<file path="config.mk">
export PLATFORM = sky130hd
export DESIGN_NAME = mult_share_arbiter
export DESIGN_NICKNAME = d
export VERILOG_FILES = /design/src/rtl/mult_share_arbiter.sv
export SDC_FILE = /design/constraint.sdc
export NUM_CORES = 1
export LEC_CHECK = 0
export ABC_CLOCK_PERIOD_IN_PS = 11600
export CORE_MARGIN = 2
export CORE_UTILIZATION = 30
export DETAILED_ROUTE_END_ITERATION = 6
export GPL_ROUTABILITY_DRIVEN = 0
export PLACE_DENSITY = 0.56
export SLEW_MARGIN = 10
export SYNTH_ARGS = -nofsm -noshare
export SYNTH_HDL_FRONTEND = slang
export SYNTH_SLANG_ARGS = --single-unit
</file>
<file path="constraint.sdc">
create_clock -name Clk -period 11.6 [get_ports Clk]
set_input_delay 3.48 -clock Clk [delete_from_list [all_inputs] [get_ports Clk]]
set_output_delay 3.48 -clock Clk [all_outputs]
set_load 0.01 [all_outputs]
</file>
<file path="src/rtl/mult_share_arbiter.sv">
// Round-robin time-sharing of one pipelined signed/unsigned multiplier with optional >>WIDTH scaling.
// Optional round-half-up on scaled results: define MULT_SHARE_ROUND_EN.
module mult_share_arbiter #(
   parameter int N_REQ = 4,
   parameter int WIDTH = 8,
   parameter int PIPE  = 2,
   parameter int ID_W  = $clog2(N_REQ)
) (
   input  logic                     Clk,
   input  logic                     nReset,
   input  logic [N_REQ-1:0]         Req,
   output logic [N_REQ-1:0]         Ack,
   input  logic [N_REQ*WIDTH-1:0]   OpA,
   input  logic [N_REQ*WIDTH-1:0]   OpB,
   input  logic [N_REQ*2-1:0]       Mode,
   input  logic [N_REQ-1:0]         Scale,
   output logic [2*WIDTH-1:0]       Result,
   output logic                     ResultValid,
   output logic [ID_W-1:0]          ResultId,
   output logic                     Busy
);

   localparam int PW = 2 * WIDTH;
   localparam int LAST = PIPE - 1;
   localparam logic [N_REQ-1:0] ONE = N_REQ'(1);

   function automatic logic [ID_W-1:0] wrap_inc(input logic [ID_W-1:0] base, input int off);
      int sum;
      sum = int'(base) + off;
      if (sum >= N_REQ) sum = sum - N_REQ;
      return ID_W'(sum);
   endfunction

   logic [ID_W-1:0]  ptr;
   logic [ID_W-1:0]  winner;
   logic             found;
   logic [N_REQ-1:0] cand;

   // A requester just acknowledged sits out one decision, so no back-to-back double grant.
   assign cand = Req & ~Ack;

   // NOTE: every variable written here gets a default first, otherwise a latch is inferred.
   always_comb begin
      found  = 1'b0;
      winner = '0;
      for (int i = 0; i < N_REQ; i++) begin
         if (!found && cand[wrap_inc(ptr, i)]) begin
            found  = 1'b1;
            winner = wrap_inc(ptr, i);
         end
      end
   end

   logic             iss_valid;
   logic [WIDTH-1:0] iss_a, iss_b;
   logic [1:0]       iss_mode;
   logic             iss_scale;
   logic [ID_W-1:0]  iss_id;

   // NOTE: sequential state always uses non-blocking assignments.
   always_ff @(posedge Clk or negedge nReset) begin
      if (!nReset) begin
         ptr       <= '0;
         Ack       <= '0;
         iss_valid <= 1'b0;
      end else begin
         iss_valid <= found;
         Ack       <= found ? (ONE << winner) : '0;
         if (found) ptr <= wrap_inc(winner, 1);
      end
   end

   // NOTE: datapath registers carry no reset; only the valid bits qualify them.
   always_ff @(posedge Clk) begin
      if (found) begin
         iss_a     <= OpA[winner*WIDTH +: WIDTH];
         iss_b     <= OpB[winner*WIDTH +: WIDTH];
         iss_mode  <= Mode[winner*2 +: 2];
         iss_scale <= Scale[winner];
         iss_id    <= winner;
      end
   end

   // One extra bit per operand makes a single signed multiply exact for all sign modes.
   logic signed [WIDTH:0]   ext_a, ext_b;
   logic signed [PW+1:0]    prod_full;
   logic [PW-1:0]           prod;
   logic                    unused_prod_hi;

   assign ext_a          = $signed({iss_mode[0] & iss_a[WIDTH-1], iss_a});
   assign ext_b          = $signed({iss_mode[1] & iss_b[WIDTH-1], iss_b});
   assign prod_full      = ext_a * ext_b;
   assign prod           = prod_full[PW-1:0];
   assign unused_prod_hi = ^prod_full[PW+1:PW];

   logic            stg_valid [PIPE];
   logic [PW-1:0]   stg_prod  [PIPE];
   logic            stg_scale [PIPE];
   logic            stg_sgn   [PIPE];
   logic [ID_W-1:0] stg_id    [PIPE];

   always_ff @(posedge Clk or negedge nReset) begin
      if (!nReset) begin
         for (int k = 0; k < PIPE; k++) stg_valid[k] <= 1'b0;
      end else begin
         stg_valid[0] <= iss_valid;
         for (int k = 1; k < PIPE; k++) stg_valid[k] <= stg_valid[k-1];
      end
   end

   always_ff @(posedge Clk) begin
      stg_prod[0]  <= prod;
      stg_scale[0] <= iss_scale;
      stg_sgn[0]   <= |iss_mode;
      stg_id[0]    <= iss_id;
      for (int k = 1; k < PIPE; k++) begin
         stg_prod[k]  <= stg_prod[k-1];
         stg_scale[k] <= stg_scale[k-1];
         stg_sgn[k]   <= stg_sgn[k-1];
         stg_id[k]    <= stg_id[k-1];
      end
   end

   always_comb begin
      Busy = iss_valid;
      for (int k = 0; k < PIPE; k++) Busy = Busy | stg_valid[k];
   end

   logic [PW-1:0] fin_prod, fin_res;
   logic          fill;

`ifdef MULT_SHARE_ROUND_EN
   localparam logic [PW-1:0] HALF_LSB = PW'(1) << (WIDTH - 1);
   assign fin_prod = stg_scale[LAST] ? stg_prod[LAST] + HALF_LSB : stg_prod[LAST];
`else
   assign fin_prod = stg_prod[LAST];
`endif

   assign fill    = stg_sgn[LAST] & fin_prod[PW-1];
   assign fin_res = stg_scale[LAST] ? {{WIDTH{fill}}, fin_prod[PW-1 -: WIDTH]} : fin_prod;

   always_ff @(posedge Clk or negedge nReset) begin
      if (!nReset) begin
         Result      <= '0;
         ResultValid <= 1'b0;
         ResultId    <= '0;
      end else begin
         ResultValid <= stg_valid[LAST];
         if (stg_valid[LAST]) begin
            Result   <= fin_res;
            ResultId <= stg_id[LAST];
         end
      end
   end

endmodule
</file>
==> impl_metrics.tcl <==
set metrics [dict create \
    placement.io_buffers 105 \
    critical_path.cell_chain "or3_1, clkdlybuf4s50_1" \
    post_layout_nonfiller_instances 915 \
    detail_route.first_pass.iterations 4 \
    cpMaxStageDelayCell "sky130_fd_sc_hd__dfrtp_1" \
    design.die.area_um2 21300 \
    synth-simple-area-share_pct 10.8 \
    min_period_ns 5.60 \
    globalRouteOverflowTotal 0 \
    drc_errors 0 \
    core-area_um2 19700 \
    reg2reg_slack_ns 6.22 \
    first_global_vias 4226 \
    fin_nets 827 \
    start_util_pct 30.8 \
    count_of_cell_types_in_the_netlist 41 \
    layout.cell_area.non_filler_um2 7630 \
    ff2ff_path_depth 17 \
    placementRows 51 \
    tritoncts "yes" \
    post_synth_fa_ha_maj_area_fraction_pct 28.5 \
    worst_clock_skew_ns 0.00684 \
    io-pin-count 106 \
    global_route_wire_length_before_repair_mm 20.0 \
    reg2reg_from "iss_b[7]$_DFFE_PP_" \
    cp.arrival_ns 2.12 \
    hpwlAfterDp_mm 9.43 \
    synthesis.instances 547 \
    place_area_um2 7340 \
    fin_crit_sh_pct 48.3 \
    area.growth.synth_to_final_pct 26.0 \
    cap_viol_max_count 0 \
    numPlacedInstances 899 \
    timing_hold_violations_final 0 \
    ys_ff_latch 89 \
    yosys-mux-area-fraction_pct 11.1 \
    worst_setup_path_startpoint "stg_valid[0]$_DFF_PN0_" \
    min_from "stg_prod[0][14]$_DFF_P_" \
    worst-slew-pin-transition_ns 1.07 \
    crit_path_capture_type "output port" \
    die_height_um 146 \
    timing.critical_path.slowest_cell_delay_ns 1.04 \
    worst-endpoint-required_ns 8.12 \
    horiz_die_dim_um 146 \
    clkLatencyLatePin_ns 0.34 \
    antenna_violating_nets_post_route 0 \
    drt_iter0_drc 177 \
    fmax_mhz 179 \
    viasPerCell 4.24 \
    ctsHoldBuffers 0 \
    min_delay_path_depth 0 \
    clkSinkCount 89 \
    startpoint_type_of_the_worst_setup_path "register" \
    cts_max_level 3 \
    timing.slew.headroom_pct 29.0 \
    postSynthAreaPerCell_um2 11.1 \
    num_antenna_cells 0 \
    grt_setup_unrepaired "no" \
    tritoncts.num_buffers 9 \
    num-fill-cells 1935 \
    synth_compound_gate_area_share_pct 5.02 \
    syn-num-nets 729 \
    synth.yosys.seq_area_share_pct 35.2 \
    route.final.wire_length_mm 11.5 \
    yosys_warnings 0 \
    antenna_found_initial 0 \
    detailroute.via_count 3878 \
    synth_area_um2 6060 \
    cts-root-buf "sky130_fd_sc_hd__clkbuf_16" \
    slew_viol_final 0 \
    class_of_the_most_critical_hold_timing_path "register to register" \
    crit_path_max_fanout 36 \
    detail_route.wl_per_cell_um 12.5 \
    cts_max_path_buffers 2 \
    grt_start_max_net_pins 42 \
    path_class "register to output port" \
    drive_above_1_share_pct 5.23 \
    post_cts_resized 0 \
    total_negative_setup_slack_ns 0 \
    synth_top_family_by_area "adder cells" \
    grt_usage_pct 11.5 \
    cts.repair_timing.setup_buffer_count 0 \
    run_status "complete, no violations" \
    setup_viol 0 \
    fraction_of_synthesized_cell_area_in_xor_and_xnor_cells_pct 2.46 \
    cts.clk_slew.worst_paths_ns 0.06 \
]
metrics by stage:
stage	hold WS (ns)	setup WS (ns)	utilization, %
after floorplan	0.310	6.71	-
after global placement	0.314	5.93	37.3
after detailed placement	0.312	5.82	37.3
after CTS	0.323	5.99	38.8
after global routing	0.332	5.86	38.8
final	0.324	6.00	38.8
final timing paths:
check,end
min in group asynchronous,Result[3]$_DFFE_PN0P_
worst min-delay path,stg_prod[0][30]$_DFF_P_
worst max register to register,stg_prod[0][15]$_DFF_P_
worst max-delay path,Busy
max in group asynchronous,Ack[0]$_DFF_PN0_
worst min register to register,stg_prod[0][30]$_DFF_P_
registers in the layout (all words and copies together) (netlist names), 2 cells and up:
register   cells
iss_mode       2
stg_scale      2
Result        16
stg_sgn        2
stg_prod      32
iss_id         2
ResultId       2
stg_id         4
ptr            2
iss_a          8
stg_valid      2
iss_b          8
Ack            4
worst max-delay path: cells and delay by family (launching register included):
| kind | cells | cell delay (ns) |
|---|---|---|
| buffers and inverters | 1 | 0.53 |
| DFF | 1 | 1.04 |
| and+or+nand+nor | 1 | 0.20 |
metal layers:
| layer | wire length, µm | up-vias | track usage (%) | share of wire [%] |
|---|---|---|---|---|
| met5 | 0 | - | 0 | 0 |
| met4 | 110 | 0 | 2.62 | 0.96 |
| met3 | 532 | 11 | 2.50 | 4.6 |
| met2 | 5410 | 106 | 19.7 | 47 |
| met1 | 5420 | 1818 | 15.0 | 47 |
| li1 | - | 1943 | - | - |
synth_stat cells:
library cell               count  share of area (%)
sky130_fd_sc_hd__mux2_2        2               0.37
sky130_fd_sc_hd__or3_1         1               0.10
sky130_fd_sc_hd__o211ai_1      1               0.12
sky130_fd_sc_hd__clkbuf_1     12               0.74
sky130_fd_sc_hd__and2_1       43                4.4
sky130_fd_sc_hd__inv_1        76                4.7
sky130_fd_sc_hd__o211ai_2      1               0.21
sky130_fd_sc_hd__a21o_1        2               0.25
sky130_fd_sc_hd__o21ai_1       2               0.17
sky130_fd_sc_hd__buf_1         1              0.062
sky130_fd_sc_hd__dfrtp_1      28                 12
sky130_fd_sc_hd__fa_1         63                 21
sky130_fd_sc_hd__inv_2         1              0.062
sky130_fd_sc_hd__o32a_1        1               0.17
sky130_fd_sc_hd__a31o_1        1               0.14
sky130_fd_sc_hd__ha_1         37                7.6
sky130_fd_sc_hd__xnor2_1      13                1.9
sky130_fd_sc_hd__nor2_1       34                2.1
sky130_fd_sc_hd__nand3_1       1              0.083
sky130_fd_sc_hd__o21ai_0       3               0.25
sky130_fd_sc_hd__buf_2         4               0.33
sky130_fd_sc_hd__o22ai_1       1               0.10
sky130_fd_sc_hd__a21oi_1      28                2.3
sky130_fd_sc_hd__a31oi_1       2               0.21
sky130_fd_sc_hd__nor3_2        1               0.17
sky130_fd_sc_hd__o31a_1        1               0.14
sky130_fd_sc_hd__o21a_1        4               0.50
sky130_fd_sc_hd__or2_2         3               0.31
sky130_fd_sc_hd__nor2b_4       2               0.45
sky130_fd_sc_hd__nor4_1        1               0.10
sky130_fd_sc_hd__and3_1        4               0.41
sky130_fd_sc_hd__xor2_1        4               0.58
sky130_fd_sc_hd__dfxtp_1      40                 13
sky130_fd_sc_hd__nand2_1      34                2.1
sky130_fd_sc_hd__nor2b_1       1               0.10
sky130_fd_sc_hd__buf_8         4               0.99
sky130_fd_sc_hd__o22ai_4       1               0.33
sky130_fd_sc_hd__edfxtp_1     21                 10
sky130_fd_sc_hd__nand2b_4      2               0.45
sky130_fd_sc_hd__mux2i_1      65                 11
sky130_fd_sc_hd__o21bai_1      1               0.12
cells by family after synthesis:
kind of cell | count (synthesis)
flops | 89
xor+xnor | 17
buf+inv | 98
mux | 67
compound gates | 49
fa+ha+maj | 100
simple gates | 127
cells in the final DEF, fill, tap and decap left out, drive strengths merged, types with 2 or more instances in the layout:
master	count
o21a	4
fa	63
a31oi	2
ha	37
clkdlybuf4s50	105
or2	3
and2	43
nor2b	3
inv	79
o22ai	2
nand2b	2
clkbuf	11
xor2	4
buf	3
nor2	34
dfxtp	40
dfrtp	28
o211ai	2
edfxtp	21
mux2	2
o21ai	5
a21oi	28
a21o	2
nand2	34
xnor2	13
mux2i	65
and3	4
clkinv	3
final cells by class:
| cell class | instances | area (µm²) | area share (%) |
|---|---|---|---|
| multi-input combinational | 360 | 3510 | 46.1 |
| sequential | 89 | 2130 | 27.9 |
| timing repair buffer | 108 | 1070 | 14.1 |
| tap | 265 | 332 | 4.35 |
| inverter | 77 | 289 | 3.79 |
| clock buffer | 11 | 253 | 3.31 |
| clock inverter | 5 | 36.3 | 0.476 |
Power is left out: the tool's default activity adds up to more than one toggle a clock period on the data nets, which glitch-free logic cannot reach.
